$ cat src/rtl/mem_arb_pkg.sv
// Shared types for the Wishbone/debug scratch memory arbiter.
// FSM states, requester ids and default memory geometry.
package mem_arb_pkg;

  localparam int ADDR_W = 9;
  localparam int DATA_W = 8;

  typedef enum logic [1:0] {
    IDLE,
    ISSUE,
    CAPT,
    RESP
  } state_e;

  typedef enum logic {
    PORT_WB  = 1'b0,
    PORT_DBG = 1'b1
  } port_e;

endpackage

$ cat src/rtl/wb_mem_arbiter_if.sv
// Bundle of Wishbone slave, debug port and memory macro pins.
// slave = arbiter side, master = SoC/LA/memory side.
interface wb_mem_arbiter_if #(
  parameter int ADDR_W = 9,
  parameter int DATA_W = 8
);

  logic              wbs_cyc_i;
  logic              wbs_stb_i;
  logic              wbs_we_i;
  logic [3:0]        wbs_sel_i;
  logic [31:0]       wbs_adr_i;
  logic [31:0]       wbs_dat_i;
  logic              wbs_ack_o;
  logic [31:0]       wbs_dat_o;
  logic              dbg_req;
  logic              dbg_we;
  logic [ADDR_W-1:0] dbg_addr;
  logic [DATA_W-1:0] dbg_wdata;
  logic              dbg_ack;
  logic [DATA_W-1:0] dbg_rdata;
  logic              mem_en;
  logic              mem_we;
  logic [ADDR_W-1:0] mem_addr;
  logic [DATA_W-1:0] mem_wdata;
  logic [DATA_W-1:0] mem_rdata;

  modport slave (
    input  wbs_cyc_i, wbs_stb_i, wbs_we_i,
    input  wbs_sel_i, wbs_adr_i, wbs_dat_i,
    output wbs_ack_o, wbs_dat_o,
    input  dbg_req, dbg_we, dbg_addr, dbg_wdata,
    output dbg_ack, dbg_rdata,
    output mem_en, mem_we, mem_addr, mem_wdata,
    input  mem_rdata
  );

  modport master (
    output wbs_cyc_i, wbs_stb_i, wbs_we_i,
    output wbs_sel_i, wbs_adr_i, wbs_dat_i,
    input  wbs_ack_o, wbs_dat_o,
    output dbg_req, dbg_we, dbg_addr, dbg_wdata,
    input  dbg_ack, dbg_rdata,
    input  mem_en, mem_we, mem_addr, mem_wdata,
    output mem_rdata
  );

endinterface

$ cat src/rtl/rr_arb2.sv
// Two-requester round-robin: on a tie the port not served last wins.
// last_grant moves only on the update strobe.
module rr_arb2
  import mem_arb_pkg::*;
(
  input  logic       i_clk,
  input  logic       i_rst,
  input  logic [1:0] i_req,
  input  logic       i_upd,
  input  port_e      i_upd_id,
  output logic       o_gnt_vld,
  output port_e      o_gnt
);

  port_e r_last;

  always_ff @(posedge i_clk or posedge i_rst) begin
    if (i_rst) r_last <= PORT_DBG;
    else if (i_upd) r_last <= i_upd_id;
  end

  always_comb begin
    o_gnt_vld = |i_req;
    o_gnt     = PORT_WB;
    unique case (1'b1)
      (i_req == 2'b11):
        o_gnt = (r_last == PORT_WB) ? PORT_DBG : PORT_WB;
      (i_req == 2'b01): o_gnt = PORT_WB;
      (i_req == 2'b10): o_gnt = PORT_DBG;
      default: o_gnt = PORT_WB;
    endcase
  end

endmodule

$ cat src/rtl/wb_mem_arbiter.sv
// Shares a single-port byte memory between Wishbone and a debug port.
// One access per grant: IDLE -> ISSUE -> CAPT -> RESP, ack registered.
module wb_mem_arbiter #(
  parameter int          ADDR_W    = 9,
  parameter int          DATA_W    = 8,
  parameter logic [31:0] BASE_ADDR = 32'h3000_0000
) (
  input  logic            wb_clk_i,
  input  logic            wb_rst_i,
  wb_mem_arbiter_if.slave bus
);
  import mem_arb_pkg::*;

  state_e            r_state;
  state_e            w_next;
  port_e             r_port;
  logic              r_we;
  logic              r_wr;
  logic [ADDR_W-1:0] r_addr;
  logic [DATA_W-1:0] r_wdata;
  logic [DATA_W-1:0] r_wb_rd;
  logic [DATA_W-1:0] r_dbg_rd;
  logic              r_wb_ack;
  logic              r_dbg_ack;

  logic       w_wb_req;
  logic       w_dbg_req;
  logic [1:0] w_req;
  logic       w_gnt_vld;
  port_e      w_gnt;
  logic       w_take;
  logic       w_upd;
  logic       w_ack_ok;
  logic       w_en;
  logic       w_unused;

  assign w_wb_req = bus.wbs_cyc_i & bus.wbs_stb_i
    & (bus.wbs_adr_i[31:ADDR_W] == BASE_ADDR[31:ADDR_W]);
  assign w_dbg_req = bus.dbg_req;

  // A port whose ack is still high is masked so it is not re-accepted.
  assign w_req = {w_dbg_req & ~r_dbg_ack, w_wb_req & ~r_wb_ack};

  assign w_unused = ^{bus.wbs_sel_i[3:1], bus.wbs_dat_i[31:DATA_W]};

  rr_arb2 u_arb (
    .i_clk     (wb_clk_i),
    .i_rst     (wb_rst_i),
    .i_req     (w_req),
    .i_upd     (w_upd),
    .i_upd_id  (r_port),
    .o_gnt_vld (w_gnt_vld),
    .o_gnt     (w_gnt)
  );

  always_ff @(posedge wb_clk_i or posedge wb_rst_i) begin
    if (wb_rst_i) r_state <= IDLE;
    else r_state <= w_next;
  end

  always_comb begin
    w_next = r_state;
    w_take = 1'b0;
    w_upd  = 1'b0;
    unique case (r_state)
      IDLE: begin
        if (w_gnt_vld) begin
          w_take = 1'b1;
          w_next = ISSUE;
        end
      end
      ISSUE: w_next = CAPT;
      CAPT:  w_next = RESP;
      RESP: begin
        w_upd  = 1'b1;
        w_next = IDLE;
      end
      default: w_next = IDLE;
    endcase
  end

  assign w_ack_ok = (r_port == PORT_WB) ? w_wb_req : w_dbg_req;

  always_ff @(posedge wb_clk_i or posedge wb_rst_i) begin
    if (wb_rst_i) begin
      r_port  <= PORT_DBG;
      r_we    <= 1'b0;
      r_wr    <= 1'b0;
      r_addr  <= '0;
      r_wdata <= '0;
    end else if (w_take) begin
      r_port <= w_gnt;
      if (w_gnt == PORT_WB) begin
        r_we    <= bus.wbs_we_i;
        r_wr    <= bus.wbs_we_i & bus.wbs_sel_i[0];
        r_addr  <= bus.wbs_adr_i[ADDR_W-1:0];
        r_wdata <= bus.wbs_dat_i[DATA_W-1:0];
      end else begin
        r_we    <= bus.dbg_we;
        r_wr    <= bus.dbg_we;
        r_addr  <= bus.dbg_addr;
        r_wdata <= bus.dbg_wdata;
      end
    end
  end

  always_ff @(posedge wb_clk_i or posedge wb_rst_i) begin
    if (wb_rst_i) begin
      r_wb_rd   <= '0;
      r_dbg_rd  <= '0;
      r_wb_ack  <= 1'b0;
      r_dbg_ack <= 1'b0;
    end else begin
      if (r_state == CAPT && !r_we) begin
        if (r_port == PORT_WB) r_wb_rd <= bus.mem_rdata;
        else r_dbg_rd <= bus.mem_rdata;
      end
      r_wb_ack  <= (r_state == RESP) && (r_port == PORT_WB)
                   && w_ack_ok;
      r_dbg_ack <= (r_state == RESP) && (r_port == PORT_DBG)
                   && w_ack_ok;
    end
  end

  // Memory pins decode straight from state so reset kills them at once.
  assign w_en          = (r_state == ISSUE);
  assign bus.mem_en    = w_en;
  assign bus.mem_we    = w_en & r_wr;
  assign bus.mem_addr  = w_en ? r_addr : '0;
  assign bus.mem_wdata = w_en ? r_wdata : '0;

  assign bus.wbs_ack_o = r_wb_ack;
  assign bus.wbs_dat_o = {{(32-DATA_W){1'b0}}, r_wb_rd};
  assign bus.dbg_ack   = r_dbg_ack;
  assign bus.dbg_rdata = r_dbg_rd;

endmodule

$ cat src/flat_wrapper.sv
// flat-port wrapper written by rule: the top's interface ports become plain ports
module wb_mem_arbiter_flat import mem_arb_pkg::*;
#(
  parameter int          ADDR_W    = 9,
  parameter int          DATA_W    = 8,
  parameter logic [31:0] BASE_ADDR = 32'h3000_0000
)
  (wb_clk_i, wb_rst_i, bus_wbs_cyc_i, bus_wbs_stb_i, bus_wbs_we_i, bus_wbs_sel_i, bus_wbs_adr_i, bus_wbs_dat_i, bus_wbs_ack_o, bus_wbs_dat_o, bus_dbg_req, bus_dbg_we, bus_dbg_addr, bus_dbg_wdata, bus_dbg_ack, bus_dbg_rdata, bus_mem_en, bus_mem_we, bus_mem_addr, bus_mem_wdata, bus_mem_rdata);
  wb_mem_arbiter_if #(.ADDR_W(ADDR_W), .DATA_W(DATA_W)) bus_i ();
  input  logic wb_clk_i;
  input  logic wb_rst_i;
  input wire logic [$bits(bus_i.wbs_cyc_i)-1:0] bus_wbs_cyc_i;
  input wire logic [$bits(bus_i.wbs_stb_i)-1:0] bus_wbs_stb_i;
  input wire logic [$bits(bus_i.wbs_we_i)-1:0] bus_wbs_we_i;
  input wire logic [$bits(bus_i.wbs_sel_i)-1:0] bus_wbs_sel_i;
  input wire logic [$bits(bus_i.wbs_adr_i)-1:0] bus_wbs_adr_i;
  input wire logic [$bits(bus_i.wbs_dat_i)-1:0] bus_wbs_dat_i;
  output wire logic [$bits(bus_i.wbs_ack_o)-1:0] bus_wbs_ack_o;
  output wire logic [$bits(bus_i.wbs_dat_o)-1:0] bus_wbs_dat_o;
  input wire logic [$bits(bus_i.dbg_req)-1:0] bus_dbg_req;
  input wire logic [$bits(bus_i.dbg_we)-1:0] bus_dbg_we;
  input wire logic [$bits(bus_i.dbg_addr)-1:0] bus_dbg_addr;
  input wire logic [$bits(bus_i.dbg_wdata)-1:0] bus_dbg_wdata;
  output wire logic [$bits(bus_i.dbg_ack)-1:0] bus_dbg_ack;
  output wire logic [$bits(bus_i.dbg_rdata)-1:0] bus_dbg_rdata;
  output wire logic [$bits(bus_i.mem_en)-1:0] bus_mem_en;
  output wire logic [$bits(bus_i.mem_we)-1:0] bus_mem_we;
  output wire logic [$bits(bus_i.mem_addr)-1:0] bus_mem_addr;
  output wire logic [$bits(bus_i.mem_wdata)-1:0] bus_mem_wdata;
  input wire logic [$bits(bus_i.mem_rdata)-1:0] bus_mem_rdata;
  assign bus_i.wbs_cyc_i = bus_wbs_cyc_i;
  assign bus_i.wbs_stb_i = bus_wbs_stb_i;
  assign bus_i.wbs_we_i = bus_wbs_we_i;
  assign bus_i.wbs_sel_i = bus_wbs_sel_i;
  assign bus_i.wbs_adr_i = bus_wbs_adr_i;
  assign bus_i.wbs_dat_i = bus_wbs_dat_i;
  assign bus_wbs_ack_o = bus_i.wbs_ack_o;
  assign bus_wbs_dat_o = bus_i.wbs_dat_o;
  assign bus_i.dbg_req = bus_dbg_req;
  assign bus_i.dbg_we = bus_dbg_we;
  assign bus_i.dbg_addr = bus_dbg_addr;
  assign bus_i.dbg_wdata = bus_dbg_wdata;
  assign bus_dbg_ack = bus_i.dbg_ack;
  assign bus_dbg_rdata = bus_i.dbg_rdata;
  assign bus_mem_en = bus_i.mem_en;
  assign bus_mem_we = bus_i.mem_we;
  assign bus_mem_addr = bus_i.mem_addr;
  assign bus_mem_wdata = bus_i.mem_wdata;
  assign bus_i.mem_rdata = bus_mem_rdata;
  wb_mem_arbiter #(.ADDR_W(ADDR_W), .DATA_W(DATA_W), .BASE_ADDR(BASE_ADDR)) u_core (.wb_clk_i(wb_clk_i), .wb_rst_i(wb_rst_i), .bus(bus_i));
endmodule
$ cat config.mk
export PLATFORM = sky130hd
export DESIGN_NAME = wb_mem_arbiter_flat
export DESIGN_NICKNAME = d
export VERILOG_FILES = /design/src/rtl/mem_arb_pkg.sv /design/src/rtl/wb_mem_arbiter_if.sv /design/src/rtl/rr_arb2.sv /design/src/rtl/wb_mem_arbiter.sv /design/src/flat_wrapper.sv
export SDC_FILE = /design/constraint.sdc
export NUM_CORES = 1
export LEC_CHECK = 0
export CAP_MARGIN = 15
export CORE_MARGIN = 3
export CORE_UTILIZATION = 31
export DETAILED_ROUTE_END_ITERATION = 10
export PLACE_DENSITY = 0.8
export SLEW_MARGIN = 20
export SYNTH_ARGS = -nofsm -noshare
export SYNTH_HDL_FRONTEND = slang
export SYNTH_HIERARCHICAL = 1
export SYNTH_SLANG_ARGS = --single-unit
$ cat constraint.sdc
create_clock -name wb_clk_i -period 1.6 [get_ports wb_clk_i]
set_clock_uncertainty 0.2 [all_clocks]
set_input_delay 0.24 -clock wb_clk_i [delete_from_list [all_inputs] [get_ports wb_clk_i]]
set_output_delay 0.24 -clock wb_clk_i [all_outputs]
set_load 0.02 [all_outputs]
==> metrics.md, run 1 <==
| Metric | Value |
|---|---|
| Run status | complete, but fails checks |
| Failing checks | negative setup slack |
| Initial antenna violation count | 0 |
| CP required | 1.61 ns |
| TNS Setup | -8.58 ns |
| Peak VDD IR | between 0.0009 and 0.001 V |
| Reg2Reg Setup Slack | -0.19 ns |
| Leak | 1.87 nW |
| Power Density | 1680 mW/mm2 |
| Gpl congestion | 0.731 |
| Core outline area | ~0.0066 mm2 |
| Ys flop type | dfrtp_1 |
| Internal | approximately 4.3 mW |
| GR Util All Layers | between 10% and 20% |
| Worst r2r dst | u_core/r_addr[7]$_DFFE_PP0P_ |
| DR WL/cell | ~14 um |
| Tmin final | between 1.5 and 2 ns |
| Post-synth cell types | 29 |
| Initial core utilization | ~33% |
| CTS Buf Count | 5 |
| Syn Area/Cell | around 11 um2 |
| Die Ht | 89.6 um |
| CTS tree | built |
| Post-route ant nets | 0 |
| Mapped Cells | a little under 200 |
| Pre-antenna DRT Iters | 4 |
| Setup CP Type | input pin to flip-flop |
| Sequential share of power | roughly 28% |
| Max Buffers Root-to-Sink | 2 |
| Share of layout cells above drive strength 1 | 48.1% |
| Root Driver | clkbuf_8 |
| First-pass GRT wire length | 9110 um |
| Largest net degree at the start of global routing | 23 |
| Reg clk slew, reported paths | around 0.070 ns |
| DP Area | around 0.0035 mm2 |
| Skew-Pair Late Insertion Delay | 0.28 ns |
| Worst r2r src | u_core/bus.wbs_ack_o$_DFF_PP0_ |
| Dpl ws | -0.818 ns |
| DP Wirelength | between 4000 and 5000 um |
| Routed WL | between 6000 and 7000 um |
| Area contributors post-synth | dfrtp_1, mux2_2, buf_4, mux2i_1, and2_1 |
| Comb pwr share | roughly 60% |
| Fmax | ~540 MHz |
| Initial DRC Count | 27 |
| Multi-input combinational cell area | 0.00139 mm2 |
| Clock power share | roughly 9.7% |
| YS warnings | 6 |
| Post-Syn Area | approximately 0.0022 mm2 |
| Hold slack final | 0.107 ns |
| Design Area, Final | 0.00408 mm2 |
| Final setup fails | 55 |
| Worst EP arrival | between 1.5 and 2 ns |
| Cell Rows | 29 |
| Register area | around 0.0010 mm2 |
| Vias | between 1500 and 2000 |
| Flops & latches, synth | slightly above 40 |
| Worst Setup SP | bus_wbs_adr_i[21] |
| Period utilization | 116% |
| Sw frac | 37.0% |
| Die area | about 0.0080 mm2 |
| Fin. max-slew vios | 0 |
| Max Cap Violations | 0 |
| Register area share after synthesis | a little under half |
| Clk sinks | 41 |
| # port buffers | roughly 110 |
| Vias in the first global route | about 2000 |
| Die Wd | 89.6 um |
| GRT overflow | 0 |
| Final net count | roughly 440 |
| # DRC | 0 |
| Top cell type's share of synthesized area | approximately 45% |
| Critical Path End Type | flip-flop |
| CTS HTree Levels | 2 |
| Filler cells | 543 |
| Cells on worst reg2reg path | 7 |
| RSZ-0062 raised after global routing | true |
| N_diodes | 0 |
| Total power | 6.85 mW |
| Final Hold Vio Count | 0 |
| Number of synthesized flops with an enable pin | 0 |
| P_sw | 2.54 mW |
| Avg Vias per Cell | between 4 and 5 |
| Post-synth ARST share | 100% |
| Setup crit end | u_core/r_addr[7]$_DFFE_PP0P_ |
| Synthesis-to-finish area growth | 88.3% |
| Crit path max fanout | 7 |
| Hold crit path type | input pin to asynchronous set/reset pin |
| Io pins | between 150 and 200 |
| CP Launch Type | input pin |
| Yosys top cell by area | dfrtp_1 |
| Worst Slack Setup Final | -0.252 ns |
## worst min-delay path by stage
stage / from / depth (start not counted) / slack, ns / to
floorplan: wb_rst_i / 1 / -0.07 / u_core/u_arb/r_last$_DFFE_PP1P_
global placement: u_core/bus.dbg_rdata[7]$_DFFE_PP0P_ / 1 / 0.29 / u_core/bus.dbg_rdata[7]$_DFFE_PP0P_
detailed placement: u_core/r_wb_rd[5]$_DFFE_PP0P_ / 1 / 0.29 / u_core/r_wb_rd[5]$_DFFE_PP0P_
CTS: wb_rst_i / 2 / 0.09 / u_core/u_arb/r_last$_DFFE_PP1P_
global route: wb_rst_i / 2 / 0.10 / u_core/u_arb/r_last$_DFFE_PP1P_
finish: wb_rst_i / 2 / 0.11 / u_core/u_arb/r_last$_DFFE_PP1P_
## power groups by stage
| stage | logic [mW] | registers (mW) | clock network (mW) |
|---|---|---|---|
| finish | 4.24 | 1.96 | 0.662 |
| global route | 4.53 | 2.03 | 0.731 |
| detailed placement | 3.27 | 1.87 | 0 |
| floorplan | 1.64 | 2.08 | 0 |
| CTS | 3.89 | 1.87 | 0.693 |
| global placement | 3.19 | 1.85 | 0 |
## area by class of cell
class	instances	area share, %
inverters	4	0.491
well taps	93	2.86
flip-flops and latches	41	25.2
repair buffers	141	35.2
clock buffers	7	2.12
multi-input cells	146	34.1
## synthesized netlist by cell type, types with 2 or more instances
cell and number:
a21oi_1 18, a31oi_1 2, and2_1 19, buf_2 4, buf_4 24, clkbuf_1 3
dfrtp_1 39, dfstp_2 2, ha_1 5, inv_1 4, mux2_2 18, mux2i_1 17
nand2_1 2, nand2b_1 2, nor2_1 20, nor2b_1 2, nor4_1 5, nor4bb_1 2
## through the flow
step                      std cells  utilization, %
after CTS                       430            59.3
final                           432            62.0
after detailed placement        407            53.3
after global placement          407            53.3
after floorplan                 222               -
after global routing            432            62.0
## flip-flops by register name (all words and copies together), names as in the netlist, 2 cells and up
name and count:
u_core/r_wdata 8, u_core/r_state 2, u_core/r_wb_rd 8, u_core/bus.dbg_rdata 8
u_core/r_addr 9
## routing by layer
layer  wire [um]  vias up  share of wire [%]  track usage (%)
met2        3310       90                 54             28.1
li1            -      906                  -                -
met1        2240      894                 37             16.1
met3         533        2                8.7             4.52
met5           0        -                  0                0
met4          13        0               0.21             2.17
## layout by cell type (no fill, tap or decap), drive strengths merged
cell / n
a21boi: 1
a21oi: 18
a31oi: 2
and2: 19
and3: 1
buf: 60
clkbuf: 13
clkdlybuf4s15: 6
clkdlybuf4s50: 47
clkinv: 1
conb: 24
dfrtp: 39
dfstp: 2
dlygate4sd2: 21
dlymetal6s2s: 1
ha: 5
inv: 3
mux2: 19
mux2i: 17
nand2: 2
nand2b: 2
nand3b: 2
nand4: 1
nor2: 20
nor2b: 2
nor3: 1
nor3b: 1
nor4: 5
nor4bb: 2
or2: 1
or3: 1
## kinds of logic after synthesis
logic type | synth area share [%]
DFF | 47.5
and+or+nand+nor | 16.0
other | 0.173
AOI/OAI and AO/OA | 5.09
buffers and inverters | 10.5
adders and majority gates | 2.89
muxes | 17.9
## critical path, cell delays in order
cell	delay (ns)
dlymetal6s2s_1	0.12
or3_4	0.40
nor4_4	0.31
or2_4	0.19
and2_4	0.19
buf_6	0.13
buf_12	0.15
nor2_4	0.04
a21oi_2	0.10
## timing repair
item / CTS / global route
endpoints found under the setup margin: 76 / 58
pin swaps: 25 / 10
gates resized for setup: 227 / 74
endpoints found under the hold margin: 0 / 0
hold buffers: 0 / 0
buffers inserted: 15 / 8
cloned: 3 / 0
No activity file was read; power rests on OpenSTA's default activity.
==> run 2, diff against run 1 <==
--- a/config.mk
+++ b/config.mk
@@ -8,6 +8,7 @@
 export CAP_MARGIN = 15
 export CORE_MARGIN = 3
 export CORE_UTILIZATION = 31
+export CTS_CLUSTER_SIZE = 25
 export DETAILED_ROUTE_END_ITERATION = 10
 export PLACE_DENSITY = 0.8
 export SLEW_MARGIN = 20
==> results of run 2 <==
No change in the layout: final DEF, timing and power equal those of run 1.
==> run 3, diff against run 2 <==
--- a/config.mk
+++ b/config.mk
@@ -10,6 +10,7 @@
 export CORE_UTILIZATION = 31
 export CTS_CLUSTER_SIZE = 25
 export DETAILED_ROUTE_END_ITERATION = 10
+export HOLD_SLACK_MARGIN = 0.08
 export PLACE_DENSITY = 0.8
 export SLEW_MARGIN = 20
 export SYNTH_ARGS = -nofsm -noshare
==> results of run 3 <==
No change in the layout: final DEF, timing and power equal those of run 1.
